--- src/rtl/tc_therm_pkg.sv ---
// Purpose: shared types and helpers for the two's-complement -> serial thermometer block.
// Latency: n/a (declarations only).
// Backpressure: n/a.
package tc_therm_pkg;

    // Frame controller states: waiting for a word, or shifting out its frame.
    typedef enum logic {
        IDLE = 1'b0,
        SEND = 1'b1
    } state_t;

    // Number of thermometer beats per frame for a W-bit two's-complement word.
    function automatic int unsigned frame_len(input int unsigned w);
        return 32'd1 << (w - 32'd1);
    endfunction

endpackage

--- src/rtl/tc_magnitude.sv ---
// Purpose: combinational W-bit two's-complement to W-bit unsigned absolute value.
// Latency: 0 cycles (pure combinational).
// Backpressure: none; no handshake.
// Ports: in_val (W, signed word), abs_val (W, unsigned magnitude).
module tc_magnitude #(
    parameter int W = 5
) (
    input  logic [W-1:0] in_val,
    output logic [W-1:0] abs_val
);

    // The result is W bits wide so the most negative input yields 2**(W-1)
    // exactly instead of overflowing back to a negative pattern.
    always_comb begin
        if (in_val[W-1]) begin
            abs_val = (~in_val) + W'(1);
        end else begin
            abs_val = in_val;
        end
    end

endmodule

--- src/rtl/twos_comp_to_serial_thermometer.sv ---
// Purpose: accept one two's-complement word, emit sign plus a unary magnitude frame, one bit per beat.
// Latency: word taken at edge N -> bit 0 valid in cycle N+1; frame is 2**(W-1) accepted beats.
// Backpressure: out_ready low holds every output; in_ready high only while idle.
// Ports: clk, rst_n; in_valid/in_ready/in_data[W] input handshake;
//        out_valid/out_ready with out_bit, out_sign, out_last per beat.
module twos_comp_to_serial_thermometer
    import tc_therm_pkg::*;
#(
    parameter int W = 5
) (
    input  logic         clk,
    input  logic         rst_n,
    input  logic         in_valid,
    output logic         in_ready,
    input  logic [W-1:0] in_data,
    output logic         out_valid,
    input  logic         out_ready,
    output logic         out_bit,
    output logic         out_sign,
    output logic         out_last
);

    localparam int unsigned FRAME = frame_len(W);
    localparam int CW = W - 1;
    localparam logic [CW-1:0] CNT_LAST = CW'(FRAME - 1);

    state_t         state_q, state_d;
    logic           sign_q,  sign_d;
    logic [W-1:0]   mag_q,   mag_d;
    logic [CW-1:0]  cnt_q,   cnt_d;
    logic [W-1:0]   abs_w;
    logic           at_last;

    tc_magnitude #(.W(W)) u_mag (
        .in_val  (in_data),
        .abs_val (abs_w)
    );

    assign at_last = (cnt_q == CNT_LAST);

    // State register
    always_ff @(posedge clk or negedge rst_n) begin
        if (!rst_n) begin
            state_q <= IDLE;
        end else begin
            state_q <= state_d;
        end
    end

    // Capture and beat-counter registers
    always_ff @(posedge clk or negedge rst_n) begin
        if (!rst_n) begin
            sign_q <= 1'b0;
            mag_q  <= '0;
            cnt_q  <= '0;
        end else begin
            sign_q <= sign_d;
            mag_q  <= mag_d;
            cnt_q  <= cnt_d;
        end
    end

    // Next-state logic
    always_comb begin
        state_d = state_q;
        case (state_q)
            IDLE:    if (in_valid)             state_d = SEND;
            SEND:    if (out_ready && at_last) state_d = IDLE;
            default:                           state_d = IDLE;
        endcase
    end

    // Datapath next values. The counter wraps to zero on the last beat, so it
    // is already cleared when the controller returns to idle.
    always_comb begin
        sign_d = sign_q;
        mag_d  = mag_q;
        cnt_d  = cnt_q;
        if (state_q == IDLE) begin
            if (in_valid) begin
                sign_d = in_data[W-1];
                mag_d  = abs_w;
                cnt_d  = '0;
            end
        end else if (out_ready) begin
            cnt_d = cnt_q + CW'(1);
        end
    end

    // Outputs depend only on registered state, never on the current inputs.
    always_comb begin
        in_ready  = 1'b0;
        out_valid = 1'b0;
        out_bit   = 1'b0;
        out_last  = 1'b0;
        out_sign  = sign_q;
        case (state_q)
            IDLE: begin
                in_ready = 1'b1;
            end
            SEND: begin
                out_valid = 1'b1;
                // Magnitude may equal FRAME, which the counter cannot reach,
                // so a full-scale negative word lights every beat.
                out_bit   = ({1'b0, cnt_q} < mag_q);
                out_last  = at_last;
            end
            default: begin
                in_ready = 1'b0;
            end
        endcase
    end

endmodule

--- config.mk ---
export PLATFORM = sky130hd
export DESIGN_NAME = twos_comp_to_serial_thermometer
export DESIGN_NICKNAME = d
export VERILOG_FILES = /design/src/rtl/tc_therm_pkg.sv /design/src/rtl/tc_magnitude.sv /design/src/rtl/twos_comp_to_serial_thermometer.sv
export SDC_FILE = /design/constraint.sdc
export NUM_CORES = 1
export LEC_CHECK = 0
export ABC_AREA = 1
export CAP_MARGIN = 20
export CORE_AREA = 2 2 39 41
export DETAILED_ROUTE_END_ITERATION = 12
export DIE_AREA = 0 0 41 43
export PLACE_DENSITY = 0.86
export SETUP_SLACK_MARGIN = 0.5
export SLEW_MARGIN = 10
export SYNTH_ARGS = -nofsm -noshare
export SYNTH_HDL_FRONTEND = slang
export SYNTH_SLANG_ARGS = --single-unit
--- constraint.sdc ---
create_clock -name clk -period 2.9 [get_ports clk]
set_clock_uncertainty 0.15 [all_clocks]
set_input_delay 0.435 -clock clk [delete_from_list [all_inputs] [get_ports clk]]
set_output_delay 0.435 -clock clk [all_outputs]
set_load 0.01 [all_outputs]
# Yosys cells after proc, flatten, opt, wreduce, memory -nomap -nowiden
# Index checks and enable logic that the tools add are counted.
[totals] register_bits=11 in_bits=9 out_inout_bits=5
[op_classes] add_sub_neg=2 magnitude_cmp=1 eq_ne=2 n_mux=11 n_bitwise=2 reduce_logical=4
[op_table] operator="two-way mux 4 bit" count=3
[op_table] operator="two-way mux 1 bit" count=6
[op_table] operator="adder 5 x 1 -> 5 bit (second input constant)" count=1
[op_table] operator="less-than comparator 4 x 5 -> 1 bit" count=1
[op_table] operator="two-way mux 5 bit" count=1
[op_table] operator="inverter 5 bit" count=1
[op_table] operator="adder 4 x 1 -> 4 bit (second input constant)" count=1
[op_table] operator="== test 4 bit (second input constant)" count=1
[op_table] operator="AND reduction 2 bit" count=2
[op_table] operator="inequality test 2 bit (second input constant)" count=1
[op_table] operator="one-hot mux 1 bit (2 select lines)" count=1
[op_table] operator="nonzero test 2 bit" count=1
[op_table] operator="logical AND 1 bit" count=1
[op_table] operator="inverter 1 bit" count=1

# Logic depth before layout (Yosys ltp)
# Gate-level depths: netlist of the first run.
[logic_depth] ltp_word=4 depth_mapped=7

# By module
# A second synthesis of the first run with hierarchy kept.
[hier_totals] hier_cells=93 hier_area_um2=674.4
[modules_own_cells] module="twos_comp_to_serial_thermometer" n_inst=1 cells_per_inst=74 area_each_um2=581.8 seq_area_each_um2=275.3
[modules_own_cells] module="tc_magnitude" n_inst=1 cells_per_inst=19 area_each_um2=92.6 seq_area_each_um2=0.0

# Least setup slack after synthesis of the first run
# No wires, ideal clock.
[synth_timing] kind="reg2out" startpoint="reg cnt_q[2]" endpoint="out out_bit" arrival_ns=1.125 setup_slack_ns=1.190 stages_incl_launch_ff=7 n_path_buf=0 path_cell_list="dfrtp_1 > ha_1 > nand2_1 > inv_1 > o21ai_0 > nand2_1 > nor2_1"
[synth_between] elab_chain_cells=2
[synth_rtl] item="start: declaration" line="twos_comp_to_serial_thermometer.sv:30" source="logic [CW-1:0] cnt_q, cnt_d;"
[synth_rtl] item="start signal: assignment" line="twos_comp_to_serial_thermometer.sv:59" source="cnt_q <= cnt_d;"
[synth_rtl] item="less-than comparator 4 x 5 -> 1 bit" line="twos_comp_to_serial_thermometer.sv:105" source="out_bit = ({1'b0, cnt_q} < mag_q);"
[synth_rtl] item="two-way mux 1 bit" line="twos_comp_to_serial_thermometer.sv:97" source="case (state_q)"
[synth_rtl] item="end: declaration" line="twos_comp_to_serial_thermometer.sv:18" source="output logic out_bit,"
# No other way between the ends.

# Final worst setup path of the first run
[layout_timing] startpoint="reg cnt_q[1]" endpoint="out out_last"
[layout_between] elab_chain_cells=2
[layout_rtl] item="== test 4 bit" line="twos_comp_to_serial_thermometer.sv:39" source="assign at_last = (cnt_q == CNT_LAST);"
[layout_rtl] item="two-way mux 1 bit" line="twos_comp_to_serial_thermometer.sv:97"
[layout_rtl] item="end: declaration" line="twos_comp_to_serial_thermometer.sv:20" source="output logic out_last"
# No other way between the ends.

==> results of run 1 <==
[power by group through the flow]
| stage | clock, W | combinational (W) | sequential [W] |
|---|---|---|---|
| after CTS | 0.000109 | 0.000315 | 0.000267 |
| after floorplan | 0 | 0.000196 | 0.000266 |
| after global placement | 0 | 0.000296 | 0.000270 |
| after detailed placement | 0 | 0.000311 | 0.000275 |
| final | 0.000111 | 0.000315 | 0.000268 |
| after global routing | 0.000116 | 0.000358 | 0.000274 |
[metrics by stage]
| stage | area (um^2) | utilization (%) | cells | hold slack [ps] | setup slack [ps] |
|---|---|---|---|---|---|
| after global routing | 843.3 | 60.94 | 118 | 358.4 | 514.2 |
| after CTS | 843.3 | 60.94 | 118 | 333.6 | 590.8 |
| after global placement | 810.8 | 58.59 | 113 | 311.0 | 716.5 |
| after floorplan | 660.6 | - | 84 | -10.59 | 1190 |
| after detailed placement | 810.8 | 58.59 | 113 | 313.5 | 685.0 |
| final | 843.3 | 60.94 | 118 | 334.1 | 596.8 |
[worst max-delay path by stage]
stage                     cells after the start       end  slack (ps)
final                                         4  out_last         600
after detailed placement                      7   out_bit         690
after CTS                                     4  out_last         590
after floorplan                               6   out_bit        1190
after global routing                          4  out_last         510
after global placement                        7   out_bit         720
[synthesized netlist by cell type, types with 5 or more instances]
master,n
ha_1,5
inv_1,15
o21ai_0,6
dfrtp_1,11
nor2_1,6
nand2_1,22
nand3_1,7
[cells by family (layout without fill, tap and decap cells)]
logic type	after synthesis	in the layout
AND/OR/NAND/NOR	40	40
buffers and inverters	17	35
flip-flops	11	11
AO/OA/AOI/OAI	10	10
adder cells (fa/ha/maj)	5	5
XOR/XNOR	1	1
[worst min-delay path: cells and delay by family (launching register included)]
| family | cells | cell delay, ps |
|---|---|---|
| and+or+nand+nor | 2 | 100 |
| DFF | 1 | 350 |
[area by class of cell]
class	instances	area, um^2	share of cell area [%]
multi-input combinational	56	319.1	37.83
sequential	11	275.3	32.64
timing repair buffer	14	136.4	16.17
inverter	17	66.31	7.863
clock buffer	4	26.28	3.116
tap	16	20.02	2.374
[routing by layer]
layer / vias up / track usage, %
li1: 304 / -
met3: 2 / 4.712
met2: 9 / 33.75
met5: - / 0
met4: 0 / 8.000
met1: 278 / 24.14
[state kept, by name (all words and copies together) (netlist names)]
name / count
cnt_q: 4
state_q: 1
mag_q: 5
out_sign: 1
[what timing repair did]
| action | CTS | global route |
|---|---|---|
| gates resized for setup | 1 | 0 |
| setup buffers | 1 | 0 |
| endpoints found under the setup margin | 1 | 0 |
| endpoints found under the hold margin | 0 | 0 |
==> reports/qor.txt, run 1 <==
Seq pwr share: 38.6%
DR iter-0 viols: 7
min-delay worst type: flop to flop
Cell variety after synth: 19
Max Clock Freq: 434.2 MHz
Yosys warnings: 0
detailed placement HPWL: 1125 um
I/O pin total: 14
Fill cells: 118
clock network fraction of design power: 16.0%
# hold bufs at CTS: 0
Die X: 41 um
Power Density: 823.0 nW/um^2
Slew Limit Fails: 0
Synth Cell Area: 660.6 um^2
WL met3: 40 um
mux cell area share after synthesis: 0%
Hold Path End: out_sign
post-synthesis xor/xnor area fraction: 1.326%
Required @ worst endpoint: 2320 ps
Final TNS setup: 0 ps
R2R Path Start: state_q
Starting Density: 47.74%
largest family of logic cells by synthesized area: simple AND/OR/NAND/NOR gates
CP delay by family, top: buffers and inverters
antenna-violating nets left: 0
DIE AREA: 1763 um^2
hold depth: 2
reg-to-reg endpoint: cnt_q[3]
Synth Area in Simple Gates: 28.03%
final setup fails: 0
Worst Setup Path Type: flop to primary output
Max transition margin: 65.23%
final period utilization: 79.42%
P_int: 0.0004179 W
GRT Resource Usage Total: 20.41%
DRC: 0
cell row count: 14
status: finished, final reports clean
wire length on met2: 782 um
Die Y: 43 um
Post-synth EDFFs: 0
post-synthesis sequential area ratio: 41.67%
core area: 1384 um^2
commonest cells after routing, fill and taps aside: 22 x nand2_1, 15 x inv_1, 12 x clkdlybuf4s50_1, 11 x dfrtp_1, 7 x nand3_1
top post-synthesis cells by area: dfrtp_1 42%, nand2_1 13%, ha_1 9.5%, inv_1 8.5%, nand3_1 5.3%
Max FO, Critical Path: 4
Tightest Pin Transition: 520.0 ps
clock root buffer: clkbuf_4
crit path launch type: flop
Comb pwr share: 45.4%
hold path startpoint: out_sign
RePlAce Congestion: 0.7849
Net Sw Frac: 39.79%
top routing layer used: met4
Synth Net Count: 98
wire length per cell: 12.10 um
share of layout cells above drive strength 1: 10.78%
leakage power: 0.4359 nW
Data arrival, critical path: 1720 ps
critical path capture point type: primary output
CTS clock-pin slew for the worst setup and hold paths: 80 ps
drt pass-1 iters: 4
number of synthesized register bits: 11
most common cell after layout, fill and taps aside: nand2_1
slowest CP cell: clkdlybuf4s50_1
TritonCTS clock tree: built
RSZ-0062 raised after global routing: false
Synth Instances: 84
area leader, netlist: dfrtp_1
antenna violations before repair: 0
Buffers on Ports: 13
total power: 0.0006941 W
worst-path cell chain: ha_1, nand2_1, nor3_4, clkdlybuf4s50_1
largest net degree at the start of global routing: 12
top_reg_cell synth: dfrtp_1
crit path launch: cnt_q[1]
Peak supply drop: 0.3876 mV
syn avg cell area: 7.865 um^2
Synth Area in Compound Gates: 9.470%
met1 WL: 587 um
Post-Synth Adder-Cell Area: 9.470%
CTS Buffer Depth: 2
via-per-instance ratio: 5.025
Worst R2R Setup Slack: 1630 ps
diodes inserted: 0
GRT overflow: 0
minimum clock period after layout: 2303 ps
H-tree Lvls: 1
vias in the first global route: 591
top-area cell type share of the netlist area: 41.67%
# Max-Cap Violations: 0
CTS Sinks: 11
fin nets: 117
asr flop ratio synth: 100.0%
Buf/Inv on CP: 1
CTS Buf Count: 3
Register-to-Register Path Depth: 4
CP peak stage delay: 560 ps
worst skew pair latency: 280 ps
final wirelength: 1428 um
Area Overhead vs Synth: 27.65%
final hold viol count: 0
first-pass GRT wire length: 2352 um
Psw: 0.0002762 W
via count: 593
Note: power is estimated with default switching activity, not from simulation.
==> inputs of run 2 (changes only) <==
--- a/config.mk
+++ b/config.mk
@@ -7,10 +7,10 @@
 export LEC_CHECK = 0
 export ABC_AREA = 1
 export CAP_MARGIN = 20
-export CORE_AREA = 2 2 39 41
+export CORE_MARGIN = 2
+export CORE_UTILIZATION = 43
 export DETAILED_ROUTE_END_ITERATION = 12
-export DIE_AREA = 0 0 41 43
-export PLACE_DENSITY = 0.86
+export PLACE_DENSITY = 0.8
 export SETUP_SLACK_MARGIN = 0.5
 export SLEW_MARGIN = 10
 export SYNTH_ARGS = -nofsm -noshare
==> constraint.sdc (replaced) <==
create_clock -name clk -period 1.95 [get_ports clk]
set_clock_uncertainty 0.15 [all_clocks]
set_input_delay 0.2925 -clock clk [delete_from_list [all_inputs] [get_ports clk]]
set_output_delay 0.2925 -clock clk [all_outputs]
set_load 0.01 [all_outputs]
==> reports/qor.txt, run 2 (synthesis gave the netlist of run 1 again) <==
core area: 1471 um^2 (+6.3%)
Largest regs: mag_q (5), cnt_q (4)
Die X: 43.20 um (+5.4%)
DRC: 0 (unchanged)
RSZ-0062 raised after global routing: true
pre-CTS WS: -37.67 ps (-722.7 ps)
I/O pin total: 14 (unchanged)
antenna violations before repair: 0 (unchanged)
DR iter-0 viols: 21 (+14)
Seq pwr share: 33.6% (-5.0 points)
placed instance count: 115 (+1.8%)
Final TNS setup: 0 ps (unchanged)
worst-path cell chain: ha_1, inv_1, nor2_2, nand4_1, nand2_1, nor2_2, buf_2
Max FO, Critical Path: 2 (-2)
first-pass GRT wire length: 2532 um (+7.7%)
GRT Resource Usage Total: 18.75% (-1.7 points)
CTS Buffer Depth: 2 (unchanged)
worst setup slack after layout: 74.88 ps (-522.0 ps)
total power: 0.001150 W (+66%)
Post-Layout Cell Count: 127 (+7.6%)
commonest cells after routing, fill and taps aside: 21 x nand2_1, 14 x inv_1, 10 x dfrtp_1, 9 x buf_4, 8 x clkdlybuf4s50_1
diodes inserted: 0 (unchanged)
Worst R2R Setup Slack: 610 ps (-1020 ps)
clock network fraction of design power: 13.9% (-2.1 points)
via count: 628 (+5.9%)
Slew Limit Fails: 0 (unchanged)
Psw: 0.0004477 W (+62%)
Worst Setup Path Type: flop to primary output
share of layout cells above drive strength 1: 27.03% (+16 points)
largest net degree at the start of global routing: 12 (unchanged)
H-tree Lvls: 1 (unchanged)
cell row count: 14 (unchanged)
DIE AREA: 1866 um^2 (+5.8%)
final period utilization: 96.16%
critical path capture point type: primary output
Top reg by flops: mag_q
final setup fails: 0 (unchanged)
Peak supply drop: 0.7228 mV (+86%)
TritonCTS clock tree: built
Die Y: 43.20 um (+0.45%)
GRT overflow: 0 (unchanged)
crit path launch type: flop
status: finished, final reports clean
min-delay worst type: input port to asynchronous set/reset pin
Area Overhead vs Synth: 40.91%
# hold bufs at CTS: 0 (unchanged)
most common cell after layout, fill and taps aside: nand2_1
Net Sw Frac: 38.93% (-0.86 points)
drt pass-1 iters: 5 (+1)
fin nets: 126 (+7.7%)
final wirelength: 1420 um (-0.56%)
clock root buffer: clkbuf_4
vias in the first global route: 603 (+2.0%)
Starting Density: 44.90% (-2.8 points)
Required @ worst endpoint: 1510 ps (-810 ps)
final hold viol count: 0 (unchanged)
Comb pwr share: 52.5% (+7.1 points)
RePlAce Congestion: 0.7532 (-4.0%)
Max Clock Freq: 533.3 MHz
worst skew pair latency: 270 ps (about the same)
Tightest Pin Transition: 492.3 ps (-27.69 ps)
Power Density: 1235 nW/um^2 (+50%)
leakage power: 0.4931 nW (+13%)
wire length per cell: 11.18 um (-7.6%)
Buffers on Ports: 13 (unchanged)
detailed placement HPWL: 996.9 um (-11%)
CTS clock-pin slew for the worst setup and hold paths: 70 ps (about the same)
crit-path most repeated cell: nor2_2
CTS Buf Count: 3 (unchanged)
minimum clock period after layout: 1875 ps
# Max-Cap Violations: 0 (unchanged)
antenna-violating nets left: 0 (unchanged)
Hold WS: 198.1 ps (-136.0 ps)
P_int: 0.0007022 W (+68%)
Max transition margin: 67.08% (+1.9 points)
max reg flops: 5 (unchanged)
Data arrival, critical path: 1430 ps (-290 ps)
CTS Sinks: 11 (unchanged)
slowest CP cell: dfrtp_1
via-per-instance ratio: 4.945 (-1.6%)
CP peak stage delay: 400 ps (-160 ps)
Fill cells: 123 (+4.2%)
[run 2: cell count changes in the layout (fill, tap and decap cells not counted), moves of 2 or more]
cell | before | now
nor2_1 | 6 | 4
clkdlybuf4s50_1 | 12 | 8
buf_6 | 0 | 2
buf_4 | 1 | 9
nor2_2 | 0 | 2
buf_2 | 0 | 2
[run 2: worst paths after layout]
path                            startpoint        to  cells past startpoint
worst max-delay path              cnt_q[3]   out_bit                      7
worst min-delay path                 rst_n  cnt_q[3]                      1
worst max register to register     state_q  cnt_q[3]                      5
worst min register to register    out_sign  out_sign                      2
max in group asynchronous            rst_n   state_q                      1
min in group clk                  out_sign  out_sign                      2
[run 2: metal layers]
metal	vias up	track usage, %	share of wire [%]
li1	320	-	-
met1	285	22.37	44
met2	19	30.75	49
met3	4	5.106	5.0
met4	0	9.091	1.6
met5	-	0	0
[run 2: per-stage QoR]
step | util, % | cell area, um^2
2_1_floorplan | - | 663.1
3_3_place_gp | 56.29 | 828.3
3_5_place_dp | 56.29 | 828.3
4_1_cts | 61.65 | 907.1
5_1_grt | 63.27 | 930.9
6_report | 63.27 | 930.9
[run 2: power groups by stage]
stage,sequential (W),combinational [W],clock [W]
3_3_place_gp,0.000393,0.000485,0
3_5_place_dp,0.000399,0.000503,0
4_1_cts,0.000385,0.000564,0.000165
5_1_grt,0.000399,0.000689,0.000179
6_report,0.000386,0.000604,0.000160
2_1_floorplan,0.000395,0.000303,0
[run 2: cell type report]
class                   instances  area (um^2)  share of cell area [%]
inverters                      17        71.32                   7.661
well taps                      16        20.02                   2.151
repair buffers                 23        198.9                   21.37
multi-input cells              56        337.8                   36.29
flip-flops and latches         11        276.5                   29.70
clock buffers                   4        26.28                   2.823
[run 2: timing repair]
item | 4_1_cts | 5_1_grt
endpoints found under the hold margin | 0 | 0
buffers inserted | 7 | 1
cloned | 0 | 0
pin swaps | 3 | 4
endpoints found under the setup margin | 5 | 4
resized for setup | 20 | 6
[run 2: critical path, delay by kind of cell, from the launching register on]
family	cells	cell delay, ps
DFF	1	400
and+or+nand+nor	4	320
adders and majority gates	1	280
buffers and inverters	2	160
==> inputs of run 3 (changes only) <==
--- a/config.mk
+++ b/config.mk
@@ -11,7 +11,7 @@
 export CORE_UTILIZATION = 43
 export DETAILED_ROUTE_END_ITERATION = 12
 export PLACE_DENSITY = 0.8
-export SETUP_SLACK_MARGIN = 0.5
+export SKIP_CTS_REPAIR_TIMING = 1
 export SLEW_MARGIN = 10
 export SYNTH_ARGS = -nofsm -noshare
 export SYNTH_HDL_FRONTEND = slang
==> reports/qor.txt, run 3 (synthesis gave the netlist of run 1 again) <==
share of layout cells above drive strength 1: 13.46% (-14 points)
GRT overflow: 0 (unchanged)
final period utilization: 97.00% (+0.84 points)
placed instance count: 116 (+0.87%)
worst setup slack after layout: 58.51 ps (-16.37 ps)
# Max-Cap Violations: 0 (unchanged)
Max FO, Critical Path: 2 (unchanged)
worst skew pair latency: 270 ps (about the same)
most common cell after layout, fill and taps aside: nand2_1
largest net degree at the start of global routing: 12 (unchanged)
max reg flops: 5 (unchanged)
Post-Layout Cell Count: 120 (-5.5%)
Worst Setup Path Type: flop to primary output
leakage power: 0.4631 nW (-6.1%)
min-delay worst type: input port to asynchronous set/reset pin
Top reg by flops: mag_q
via count: 590 (-6.1%)
status: finished, final reports clean
Starting Density: 44.90% (unchanged)
final hold viol count: 0 (unchanged)
met3 Track Usage GR: 6.383% (+1.3 points)
Slew Limit Fails: 0 (unchanged)
RSZ-0062 raised after global routing: true
diodes inserted: 0 (unchanged)
I/O pin total: 14 (unchanged)
post-route cell area: 857.1 um^2 (-7.9%)
drt pass-1 iters: 5 (unchanged)
CTS Sinks: 11 (unchanged)
crit path launch type: flop
placed cell area: 833.3 um^2 (+0.60%)
Largest regs: mag_q (5), cnt_q (4)
CTS Buf Count: 3 (unchanged)
final wirelength: 1423 um (+0.21%)
antenna violations before repair: 0 (unchanged)
wire length per cell: 11.86 um (+6.1%)
Required @ worst endpoint: 1510 ps (about the same)
met2 GRT Util: 32.24% (+1.5 points)
Data arrival, critical path: 1450 ps (+20 ps)
Power Density: 1224 nW/um^2 (-0.87%)
pre-CTS WS: -95.32 ps (-57.65 ps)
critical path capture point type: primary output
Top Usage Layer GRT: met2
core area: 1471 um^2 (unchanged)
GRT Resource Usage Total: 19.10% (+0.35 points)
final setup fails: 0 (unchanged)
antenna-violating nets left: 0 (unchanged)
H-tree Lvls: 1 (unchanged)
Fill cells: 142 (+15%)
DIE AREA: 1866 um^2 (unchanged)
TritonCTS clock tree: built
vias in the first global route: 576 (-4.5%)
Buffers on Ports: 13 (unchanged)
cell row count: 14 (unchanged)
Die Y: 43.20 um (unchanged)
FF/Latch Area: 275.3 um^2 (-0.45%)
detailed placement HPWL: 1161 um (+16%)
DRC: 0 (unchanged)
Tightest Pin Transition: 493.4 ps (+1.134 ps)
CTS Buffer Depth: 2 (unchanged)
DR iter-0 viols: 10 (-52%)
first-pass GRT wire length: 2497 um (-1.4%)
fin nets: 119 (-5.6%)
clock root buffer: clkbuf_4
Die X: 43.20 um (unchanged)
Peak supply drop: 0.8169 mV (+13%)
M1 GR Usage: 22.10% (-0.27 points)
minimum clock period after layout: 1891 ps (+16.37 ps)
RePlAce Congestion: 0.7601 (+0.92%)
commonest cells after routing, fill and taps aside: 22 x nand2_1, 15 x inv_1, 11 x dfrtp_1, 11 x clkdlybuf4s50_1, 7 x nand3_1
Max Clock Freq: 528.7 MHz (-0.87%)
via-per-instance ratio: 4.917 (-0.57%)
Max transition margin: 67.00% (-0.076 points)
Area Overhead vs Synth: 29.73%
area of the multi-input gates: 319.1 um^2 (-5.6%)
CTS clock-pin slew for the worst setup and hold paths: 80 ps (about the same)
==> run 3: cell types whose count changed in the layout (fill, tap and decap cells not counted), moves of 2 or more <==
cell,previous run,this run
buf_6,2,0
clkdlybuf4s50_1,8,11
nor2_2,2,0
buf_4,9,3
nor2_1,4,6
==> run 3: power by group <==
group / switching (W) / total (W) / internal, W
combinational: 0.000263 / 0.000495 / 0.000232
sequential: 0.0000647 / 0.000392 / 0.000327
clock: 0.0000830 / 0.000162 / 0.0000792
total: 0.000411 / 0.00105 / 0.000639
==> run 3: final timing paths <==
path / startpoint / to / slack (ps) / cells past startpoint
setup / recovery: mag_q[2] / out_bit / 60 / 8
hold / removal: rst_n / mag_q[2] / 190 / 1
setup reg to reg: cnt_q[1] / cnt_q[2] / 680 / 5
hold reg to reg: out_sign / out_sign / 340 / 2
max in group asynchronous: rst_n / out_sign / 1120 / 1
min in group clk: out_sign / out_sign / 340 / 2
==> run 3: final cells by class <==
type                            count  share of cell area [%]
Clock buffer                        4                   3.066
Sequential cell                    11                   32.12
Timing Repair Buffer               16                   17.52
Tap cell                           16                   2.336
Multi-Input combinational cell     56                   37.23
Inverter                           17                   7.737
==> run 3: through the flow <==
stage               hold slack (ps)  power (W)  util, %  TNS [ps]
floorplan                    -153.1  0.0006862        -         0
global placement              306.6  0.0008917    56.63    -62.09
detailed placement            319.1  0.0009209    56.63    -95.32
CTS                           219.2   0.001082    58.42    -676.0
global route                  245.7   0.001154    58.25    -78.29
finish                        194.2   0.001049    58.25         0
==> run 3: layer usage <==
metal	part of all wire (%)	vias to the layer above	routed length, um
li1	-	308	-
met1	42	271	597
met2	53	9	761
met3	3.6	2	51
met4	0.91	0	13
met5	0	-	0
==> run 3: critical path, stage by stage, from the launching register on <==
cell	delay (ps)
dfrtp_1	350
inv_1	50
ha_1	300
nand2_1	60
inv_1	30
o21ai_1	100
nand2_1	60
nor2_1	90
buf_2	130
==> RTL change, RTL diff (config.mk and constraints of run 2) <==
`W` is set to 5 in 2 places; all go to 4.
--- a/src/rtl/tc_magnitude.sv
+++ b/src/rtl/tc_magnitude.sv
@@ -5,3 +5,3 @@
 module tc_magnitude #(
-    parameter int W = 5
+    parameter int W = 4
 ) (
--- a/src/rtl/twos_comp_to_serial_thermometer.sv
+++ b/src/rtl/twos_comp_to_serial_thermometer.sv
@@ -8,3 +8,3 @@
 #(
-    parameter int W = 5
+    parameter int W = 4
 ) (
Ports: changed (resized in_data); port bits go from 14 to 13. The function was not compared with the original's and may differ.
==> RTL change against run 2 <==
Final area down 26%. Critical path type unchanged. Sequential cell count down 2. First-iteration DRC count down 81%. Clock power down 13%. Setup slack better by 0.11 ns. Routed wire length down 27%. Hold slack worse by 0.024 ns. Total power down 24%. Highest routed layer is now met3. Via count down 26%. Global-route usage down 0.86 points. Critical endpoint unchanged. Largest power group unchanged. Count of clock-buffer cells in the layout unchanged. Area after synthesis down 23%.
==> RTL change: results (changes against run 2) <==
| Metric | Value |
|---|---|
| Placed cell count | `91 (-21%)` |
| FILL cells | `105 (-15%)` |
| Layout Nets | `97 (-23%)` |
| Layout cells sized above 1 | `0.193 (-0.0775)` |
| Post-Synth Adder-Cell Area | `0.123 (+0.0282)` |
| Vias per cell | `4.77 (-3.5%)` |
| Largest net degree at the start of global routing | `10 (-2)` |
| Crit-path max FO | `3 (+1)` |
| First-pass GRT wire length | `1770 µm (-30%)` |
| Post-synth top cells | `19 x nand2_1, 13 x inv_1, 9 x dfrtp_1, 5 x ha_1, 5 x nand3_1` |
| Syn Area/Cell | `7.83 µm² (-0.38%)` |
| Compound-Gate Fraction of Synth Area | `0.0860 (-0.00870)` |
| Biggest regs | `mag_q x4, cnt_q x3` |
| Sequential share of the synthesized area | `0.442 (+0.0256)` |
| Count of cell types in the netlist | `14 (-5)` |
| Setup slack after placement | `0.0665 ns (+0.104 ns)` |
| XOR/XNOR Fraction of Synth Area | `0 (-0.0133)` |
| Synth top area cells | `dfrtp_1 44%, nand2_1 14%, ha_1 12%` |
| Port Buffers | `12 (-1)` |
| All-layer global routing usage | `0.179 (-0.00858)` |
| Status | `finished, final reports clean` |
| GPL Wtd Cong | `0.760 (+0.90%)` |
| Lkg Pwr | `0.372 nW (-25%)` |
| Worst relative slew slack | `0.731 (+0.0603)` |
| Vias in the first global route | `460 (-24%)` |
| DRT iter0 DRCs | `4 (-81%)` |
| Crit path DAT | `1.32 ns (-0.11 ns)` |
| DR pass1 iterations | `4 (-1)` |
| Syn_nets | `78 (-20%)` |
==> RTL change: worst paths after layout <==
path | start | to | slack, ns
setup reg to reg | state_q | cnt_q[1] | 0.73
hold reg to reg | out_sign | out_sign | 0.34
max in group asynchronous | rst_n | state_q | 1.17
hold / removal | rst_n | mag_q[2] | 0.17
setup / recovery | cnt_q[1] | out_bit | 0.19
min in group clk | out_sign | out_sign | 0.34
==> RTL change: what timing repair did <==
item,in CTS,in global routing
endpoints found under the setup margin,5,3
pin swaps,1,1
gates resized for setup,17,5
setup buffers,2,0
==> RTL change: critical path: stages (launching register included) <==
cell	delay, ns
dfrtp_1	0.40
ha_1	0.29
nand2_1	0.07
nand2_1	0.05
a21oi_1	0.12
buf_2	0.14
==> RTL change: final cells by class <==
type                    instances  area (µm²)  share of cell area
clock buffers                   4        26.3              0.0380
inverters                      15        58.8              0.0850
multi-input cells              41         233               0.336
flip-flops and latches          9         226               0.327
well taps                      14        17.5              0.0253
repair buffers                 14         130               0.188
==> RTL change: routing by layer <==
| layer | part of all wire | GRT usage | vias to the layer above | wire [µm] |
|---|---|---|---|---|
| li1 | - | - | 242 | - |
| met1 | 0.41 | 0.169 | 207 | 432 |
| met2 | 0.52 | 0.343 | 14 | 544 |
| met3 | 0.063 | 0.0814 | 0 | 66 |
| met4 | 0 | 0.0431 | 0 | 0 |
| met5 | 0 | 0 | - | 0 |
==> RTL change: power breakdown <==
part / total, mW / leakage [nW] / internal, mW / switching, mW
Sequential: 0.321 / 0.109 / 0.270 / 0.0510
Clock: 0.139 / 0.0150 / 0.0785 / 0.0601
Combinational: 0.416 / 0.249 / 0.196 / 0.221
Total: 0.876 / 0.372 / 0.544 / 0.332
